<file path="config.mk">
export PLATFORM = sky130hd
export DESIGN_NAME = pipe_stage_reg
export DESIGN_NICKNAME = d
export VERILOG_FILES = /design/src/rtl/pipe_stage_reg_pkg.sv /design/src/rtl/sat_counter.sv /design/src/rtl/pipe_stage_reg.sv
export SDC_FILE = /design/constraint.sdc
export NUM_CORES = 1
export LEC_CHECK = 0
export ABC_AREA = 1
export BUFFER_PORTS_ARGS = -buffer_cell sky130_fd_sc_hd__buf_2
export CELL_PAD_IN_SITES_DETAIL_PLACEMENT = 1
export CELL_PAD_IN_SITES_GLOBAL_PLACEMENT = 2
export CORE_MARGIN = 2
export CORE_UTILIZATION = 22
export DETAILED_ROUTE_END_ITERATION = 12
export PLACE_DENSITY_LB_ADDON = 0.1
export SLEW_MARGIN = 20
export SYNTH_ARGS = -nofsm -noshare
export SYNTH_HDL_FRONTEND = slang
export SYNTH_SLANG_ARGS = --single-unit
</file>
<file path="constraint.sdc">
create_clock -name clk -period 1.4 [get_ports clk]
set_input_delay 0.28 -clock clk [delete_from_list [all_inputs] [get_ports clk]]
set_output_delay 0.28 -clock clk [all_outputs]
set_load 0.03 [all_outputs]
</file>
<file path="src/rtl/pipe_stage_reg_pkg.sv">
// Shared constants and types for the parametrised inter-stage pipeline register.
package pipe_stage_reg_pkg;

    localparam logic Enable  = 1'b1;
    localparam logic Disable = 1'b0;

    localparam logic [31:0] ZeroWord = 32'h0000_0000;

    localparam int unsigned STALL_W_DEFAULT = 6;

    localparam int unsigned MODE_STALL = 0;
    localparam int unsigned MODE_SKID  = 1;

    localparam int unsigned STG_PC  = 0;
    localparam int unsigned STG_IF  = 1;
    localparam int unsigned STG_ID  = 2;
    localparam int unsigned STG_EX  = 3;
    localparam int unsigned STG_MEM = 4;
    localparam int unsigned STG_WB  = 5;

    typedef enum logic [1:0] {
        StEmpty,
        StOne,
        StFull
    } skid_state_e;

endpackage

</file>
<file path="src/rtl/sat_counter.sv">
// Saturating up-counter with synchronous clear; clear beats increment.
module sat_counter #(
    parameter int unsigned CNT_W = 16
) (
    input  logic             clk,
    input  logic             rst,
    input  logic             clr,
    input  logic             inc,
    output logic [CNT_W-1:0] count
);

    logic [CNT_W-1:0] count_q, count_d;

    always_comb begin
        count_d = count_q;
        if (clr) begin
            count_d = '0;
        end else if (inc && (count_q != {CNT_W{1'b1}})) begin
            count_d = count_q + 1'b1;
        end
    end

    always_ff @(posedge clk) begin
        if (rst) begin
            count_q <= '0;
        end else begin
            count_q <= count_d;
        end
    end

    assign count = count_q;

endmodule

</file>
<file path="src/rtl/pipe_stage_reg.sv">
// Inter-stage pipeline register: stall-vector mode with bubble insertion, or a
// valid/ready 2-entry skid buffer. Both modes carry flush and perf counters.
module pipe_stage_reg
    import pipe_stage_reg_pkg::*;
#(
    parameter int unsigned       DATA_W     = 64,
    parameter int unsigned       STALL_W    = STALL_W_DEFAULT,
    parameter int unsigned       STAGE      = STG_IF,
    parameter int unsigned       MODE       = MODE_STALL,
    parameter logic [DATA_W-1:0] BUBBLE_VAL = '0,
    parameter int unsigned       CNT_W      = 16
) (
    input  logic               clk,
    input  logic               rst,
    input  logic [STALL_W-1:0] stall,
    input  logic               flush,
    input  logic               cnt_clr,
    input  logic               in_valid,
    input  logic [DATA_W-1:0]  in_data,
    output logic               in_ready,
    output logic               out_valid,
    output logic [DATA_W-1:0]  out_data,
    input  logic               out_ready,
    output logic [CNT_W-1:0]   hold_cnt,
    output logic [CNT_W-1:0]   bubble_cnt
);

    logic hold_inc;
    logic bubble_inc;

    if (MODE == MODE_STALL) begin : g_stall
        logic [DATA_W-1:0] data_q, data_d;
        logic              valid_q, valid_d;
        logic              unused_sig;

        // Only stall[STAGE] and stall[STAGE+1] matter here.
        assign unused_sig = out_ready ^ (^stall);

        always_comb begin
            data_d     = data_q;
            valid_d    = valid_q;
            hold_inc   = Disable;
            bubble_inc = Disable;
            if (flush) begin
                data_d  = BUBBLE_VAL;
                valid_d = Disable;
            end else if (stall[STAGE] && !stall[STAGE+1]) begin
                data_d     = BUBBLE_VAL;
                valid_d    = Disable;
                bubble_inc = Enable;
            end else if (!stall[STAGE]) begin
                data_d  = in_data;
                valid_d = in_valid;
            end else begin
                hold_inc = valid_q;
            end
        end

        always_ff @(posedge clk) begin
            if (rst) begin
                data_q  <= BUBBLE_VAL;
                valid_q <= Disable;
            end else begin
                data_q  <= data_d;
                valid_q <= valid_d;
            end
        end

        assign in_ready  = !stall[STAGE];
        assign out_valid = valid_q;
        assign out_data  = data_q;
    end else begin : g_skid
        skid_state_e       state_q, state_d;
        logic [DATA_W-1:0] main_q, main_d;
        logic [DATA_W-1:0] skid_q, skid_d;
        logic              ready_q, ready_d;
        logic              valid_int;
        logic              accept;
        logic              consume;
        logic              unused_stall;

        assign unused_stall = ^stall;

        assign valid_int = (state_q != StEmpty);
        assign accept    = in_valid & ready_q;
        assign consume   = valid_int & out_ready;

        always_comb begin
            state_d = state_q;
            main_d  = main_q;
            skid_d  = skid_q;
            unique case (state_q)
                StEmpty: begin
                    if (accept) begin
                        state_d = StOne;
                        main_d  = in_data;
                    end
                end
                StOne: begin
                    if (accept && consume) begin
                        main_d = in_data;
                    end else if (accept) begin
                        state_d = StFull;
                        skid_d  = in_data;
                    end else if (consume) begin
                        state_d = StEmpty;
                        main_d  = BUBBLE_VAL;
                    end
                end
                StFull: begin
                    if (consume) begin
                        state_d = StOne;
                        main_d  = skid_q;
                    end
                end
                default: begin
                    state_d = StEmpty;
                    main_d  = BUBBLE_VAL;
                end
            endcase
            if (flush) begin
                state_d = StEmpty;
                main_d  = BUBBLE_VAL;
                skid_d  = BUBBLE_VAL;
            end
            // Registered ready: looks at the next state so FULL blocks upstream.
            ready_d = (state_d != StFull);
        end

        always_ff @(posedge clk) begin
            if (rst) begin
                state_q <= StEmpty;
                main_q  <= BUBBLE_VAL;
                skid_q  <= BUBBLE_VAL;
                ready_q <= Enable;
            end else begin
                state_q <= state_d;
                main_q  <= main_d;
                skid_q  <= skid_d;
                ready_q <= ready_d;
            end
        end

        assign hold_inc   = valid_int & !out_ready;
        assign bubble_inc = out_ready & !valid_int;
        assign in_ready   = ready_q;
        assign out_valid  = valid_int;
        assign out_data   = main_q;
    end

    sat_counter #(
        .CNT_W (CNT_W)
    ) u_hold_cnt (
        .clk   (clk),
        .rst   (rst),
        .clr   (cnt_clr),
        .inc   (hold_inc),
        .count (hold_cnt)
    );

    sat_counter #(
        .CNT_W (CNT_W)
    ) u_bubble_cnt (
        .clk   (clk),
        .rst   (rst),
        .clr   (cnt_clr),
        .inc   (bubble_inc),
        .count (bubble_cnt)
    );

endmodule

</file>
After elaboration in Yosys (flattened, before gate mapping):

Cells that the tools add are included.

* $add $sub $neg: 2
* eq/ne operators: 2
* multiplexer cells: 5
* reduce and logical (&&, ||, !) cells: 7

Operators by type and width (number)
* $add A16 B1 Y16 const B: 2
* $ne A16 B16 Y1 const B: 2
* $mux W1: 5
* $logic_and A1 B1 Y1: 3
* $reduce_or A3 Y1: 1
* $logic_not A1 Y1: 2
* $reduce_or A2 Y1: 1

* flip-flop bits (word level): 97
* output and inout bits: 98
* logic and storage cells: 20

Longest topological paths before layout:

* depth in word-level cells: 5
* gate-level depth with buffers: 9
* depth with buffers taken out: 9

Modules after synthesis:

Synthesis repeated with hierarchy kept, for this count alone.

* cell total of the unflattened synthesis: 796
* area, all modules: 5047.3 µm²

Modules (own cells, without submodules)
* pipe_stage_reg: times used 1, cells an instance 484, area an instance 3037.9 µm², seq. area each 1301.2 µm²
* sat_counter: times used 2, cells an instance 156, area an instance 1004.7 µm², seq. area each 320.3 µm²

Worst setup path after synthesis:

No wires, ideal clock.

* kind: register to register
* start: register u_bubble_cnt.count_q[0], in the netlist u_bubble_cnt.count[0]
* end: register u_bubble_cnt.count_q[15], in the netlist u_bubble_cnt.count[15]
* library setup time: 0.116 ns
* arrival time: 1.503 ns
* path slack: -0.219 ns
* stages on the path, launching flop included: 8
* path buffers: 1
* cells stage by stage: dfxtp_1 ha_1 nand3_2 nor2_4 nand3_4 buf_6 a21oi_1 nor2_1

* longest elaborated chain between the ends: 2

RTL lines
* start, declared: line sat_counter.sv:12 `logic [CNT_W-1:0] count_q, count_d;`
* start signal, assigned: line sat_counter.sv:27 `count_q <= count_d;`
* parallel branches: the longest is 2 deep, another holds $add A16 B1 Y16

Parallel ways; which one is timed is not known.
A chain may end at the register's enable or synchronous reset.

Worst setup path after layout:

* start: register u_hold_cnt.count_q[1], in the netlist u_hold_cnt.count[1]
* end: register u_hold_cnt.count_q[8], in the netlist u_hold_cnt.count[8]

* longest elaborated chain between the ends: 2

RTL lines (line)
* start, declared: sat_counter.sv:12
* start signal, assigned: sat_counter.sv:27
* parallel branches: the longest is 2 deep, another holds $add A16 B1 Y16

Parallel ways; which one is timed is not known.

==> results.sh <==
export IMPL_worstPathArrival_ns=1.72
export IMPL_worst_slew_slack_as_a_fraction_of_its_limit_pct=78.3
export IMPL_postSynthCellCount=616
export IMPL_timing_final_max_slew_violations=0
export IMPL_antenna_violating_nets_post_route=0
export IMPL_run_status="finished with violations"
export IMPL_cts_tree="yes"
export IMPL_floorplan_initialDensity_pct=22.6
export IMPL_worstSetupStartpointType="flip-flop"
export IMPL_failed_checks="negative setup slack"
export IMPL_vdd_ir_drop_max_uv=546
export IMPL_tightestPinTransition_ns=0.324
export IMPL_totalNegativeSetupSlack_ns=-0.0936
export IMPL_synth_cell_type_count=25
export IMPL_post_layout_total_power_mw=5.81
export IMPL_cts_num_sinks=97
export IMPL_synth_area_sq_mm=0.00426
export IMPL_worst_setup_path_class="flip-flop to flip-flop"
export IMPL_grt_total_usage_pct=15.5
export IMPL_syn_nets=694
export IMPL_antenna_cells_inserted=0
export IMPL_endpoint_kind_of_the_worst_setup_timing_path="flip-flop"
export IMPL_synth_seq_cells=97
export IMPL_hold_path_class="primary input to flip-flop"
export IMPL_firstDrtPassIters=4
export IMPL_finalSetupViolCount=5
export IMPL_cts_root_buffer_cell="sky130_fd_sc_hd__clkbuf_16"
export IMPL_cts_path_max_buffers=2
export IMPL_design_core_area_sq_mm=0.0188
export IMPL_grt_start_max_net_pins=66
export IMPL_reg2regPathDepth=7
export IMPL_number_of_cts_inserted_buffers=9
export IMPL_power_leakage_nw=2.70
export IMPL_area_growth_synth_to_final_pct=50.2
export IMPL_grt_setup_unrepaired="true"
export IMPL_vias_in_the_first_global_route=4828
export IMPL_grt_overflow_total=0
export IMPL_drtIter0Drc=156
export IMPL_finish_net_count=897
export IMPL_num_fill_cells=2361
export IMPL_chipHeight_microns=143
export IMPL_fin_hold_ws_ns=0.169
export IMPL_std_cell_rows=50
export IMPL_cts_max_level=3
export IMPL_vias_per_cell=4.38
export IMPL_grt_pass1_wl_microns=24800
export IMPL_num_vias=4745
export IMPL_final_core_util_pct=34.0
export IMPL_final_cell_mix="203 x sky130_fd_sc_hd__nand2_1, 168 x sky130_fd_sc_hd__buf_2, 77 x sky130_fd_sc_hd__a21oi_1"
export IMPL_antenna_found_initial=3
export IMPL_route_detailed_wl_per_inst_microns=14.6
export IMPL_max_cap_viol_count=0
export IMPL_drcViolationCount=0
export IMPL_die_width_microns=143
export IMPL_yosys_warnings=0
export IMPL_cts_reportedPaths_clkPinSlew_ns=0.07
export IMPL_holdPathStages=3
export IMPL_req_time_crit_path_ns=1.69
export IMPL_final_critical_path_setup_slack_ns=-0.0304
export IMPL_maxClockFrequency_ghz=0.699
export IMPL_routabilityCongestion=0.718
export IMPL_syn_area_per_cell_sq_um=6.91
export IMPL_fin_crit_sh_pct=102
export IMPL_leading_cell_type_in_the_layout_fill_and_taps_excluded="sky130_fd_sc_hd__nand2_1"
export IMPL_fraction_of_layout_cells_with_a_size_suffix_above_1_pct=42.6
export IMPL_path_max_fanout=5
export IMPL_post_route_min_period_ns=1.43
export IMPL_power_per_cell_area_mw_per_mm2=909
export IMPL_clock_insertion_delay_worst_skew_ns=0.35
export IMPL_io_buffers=168
export IMPL_place_hpwl_microns=11100
export IMPL_floorplan_io_pins=174
export IMPL_hold_violations=0
export IMPL_drt_wl_total_microns=15900
export IMPL_die_footprint_sq_mm=0.0205
export IMPL_setup_skew_ns=0.00629
export IMPL_yosysSeqAreaShare_pct=45.6
export IMPL_post_place_ws_ns=-0.0940
==> power by group <==
part           internal [mW]  switching (mW)
Combinational          0.207           0.351
Sequential              2.78          0.0257
Clock                   1.23            1.21
==> path summary, 6_finish.rpt <==
path	from	endpoint	slack (ns)
setup / recovery	u_hold_cnt.count[1]	u_hold_cnt.count[8]	-0.03
hold / removal	in_data[57]	out_data[57]	0.17
setup reg to reg	u_hold_cnt.count[1]	u_hold_cnt.count[8]	-0.03
hold reg to reg	out_data[36]	out_data[36]	0.46
==> synthesized netlist by cell type (all sizes together) <==
library cell	number	area, sq um
and2	1	6.26
o21bai	1	7.51
a21oi	85	429
inv	30	113
buf	18	105
nand4	7	43.8
nor2	102	438
ha	2	25.0
nand3	35	230
o21ai	4	20.0
clkbuf	9	37.5
nor3	2	10.0
dfxtp	97	1940
nand2	223	850
==> logic make-up (layout without fill, tap and decap cells) <==
group	after synthesis	in the layout	synth area share, %
AO/OA/AOI/OAI	90	90	10.7
adder cells (fa/ha/maj)	2	2	0.588
buffers and inverters	57	259	6.00
flip-flops	97	97	45.6
AND/OR/NAND/NOR	370	376	37.1
==> critical path, cell delays in order, from the launching register on <==
cell                      delay [ns]
sky130_fd_sc_hd__dfxtp_4        0.38
sky130_fd_sc_hd__ha_4           0.15
sky130_fd_sc_hd__nand3_4        0.09
sky130_fd_sc_hd__nor2_4         0.25
sky130_fd_sc_hd__nand3_2        0.24
sky130_fd_sc_hd__nand3_1        0.12
sky130_fd_sc_hd__nand2_1        0.06
sky130_fd_sc_hd__nor2_1         0.07
==> sequential cells by signal, summed over array words and instances, names as in the netlist <==
name,count
u_bubble_cnt.count,16
out_data,64
out_valid,1
u_hold_cnt.count,16
==> final cells by class <==
| class | instances | area [sq um] | share of cell area, % |
|---|---|---|---|
| clock buffer | 10 | 229 | 3.58 |
| tap | 260 | 325 | 5.09 |
| multi-input combinational | 468 | 2390 | 37.4 |
| inverter | 30 | 113 | 1.76 |
| clock inverter | 6 | 51.3 | 0.802 |
| timing repair buffer | 213 | 1280 | 20.0 |
| sequential | 97 | 2010 | 31.4 |
==> routing by layer <==
layer  vias to the layer above  track usage, %  wire length, microns
met4                         2            5.37                   259
met5                         -               0                    11
met3                        17            5.73                  1350
li1                       2376               -                     -
met2                       123            25.8                  7580
met1                      2227            18.4                  6670
==> metrics by stage <==
stage,cell area [sq um],instances
global placement,5660,1051
global route,6390,1084
detailed placement,5660,1051
floorplan,4300,616
finish,6390,1084
CTS,6060,1074
==> timing repair <==
item,4_1_cts,5_1_grt
pin swaps,3,13
gates cloned,4,2
endpoints found under the setup margin,25,31
hold buffers,0,0
resized for setup,12,69
buffers inserted,3,8
(Power assumes the default switching activity.)
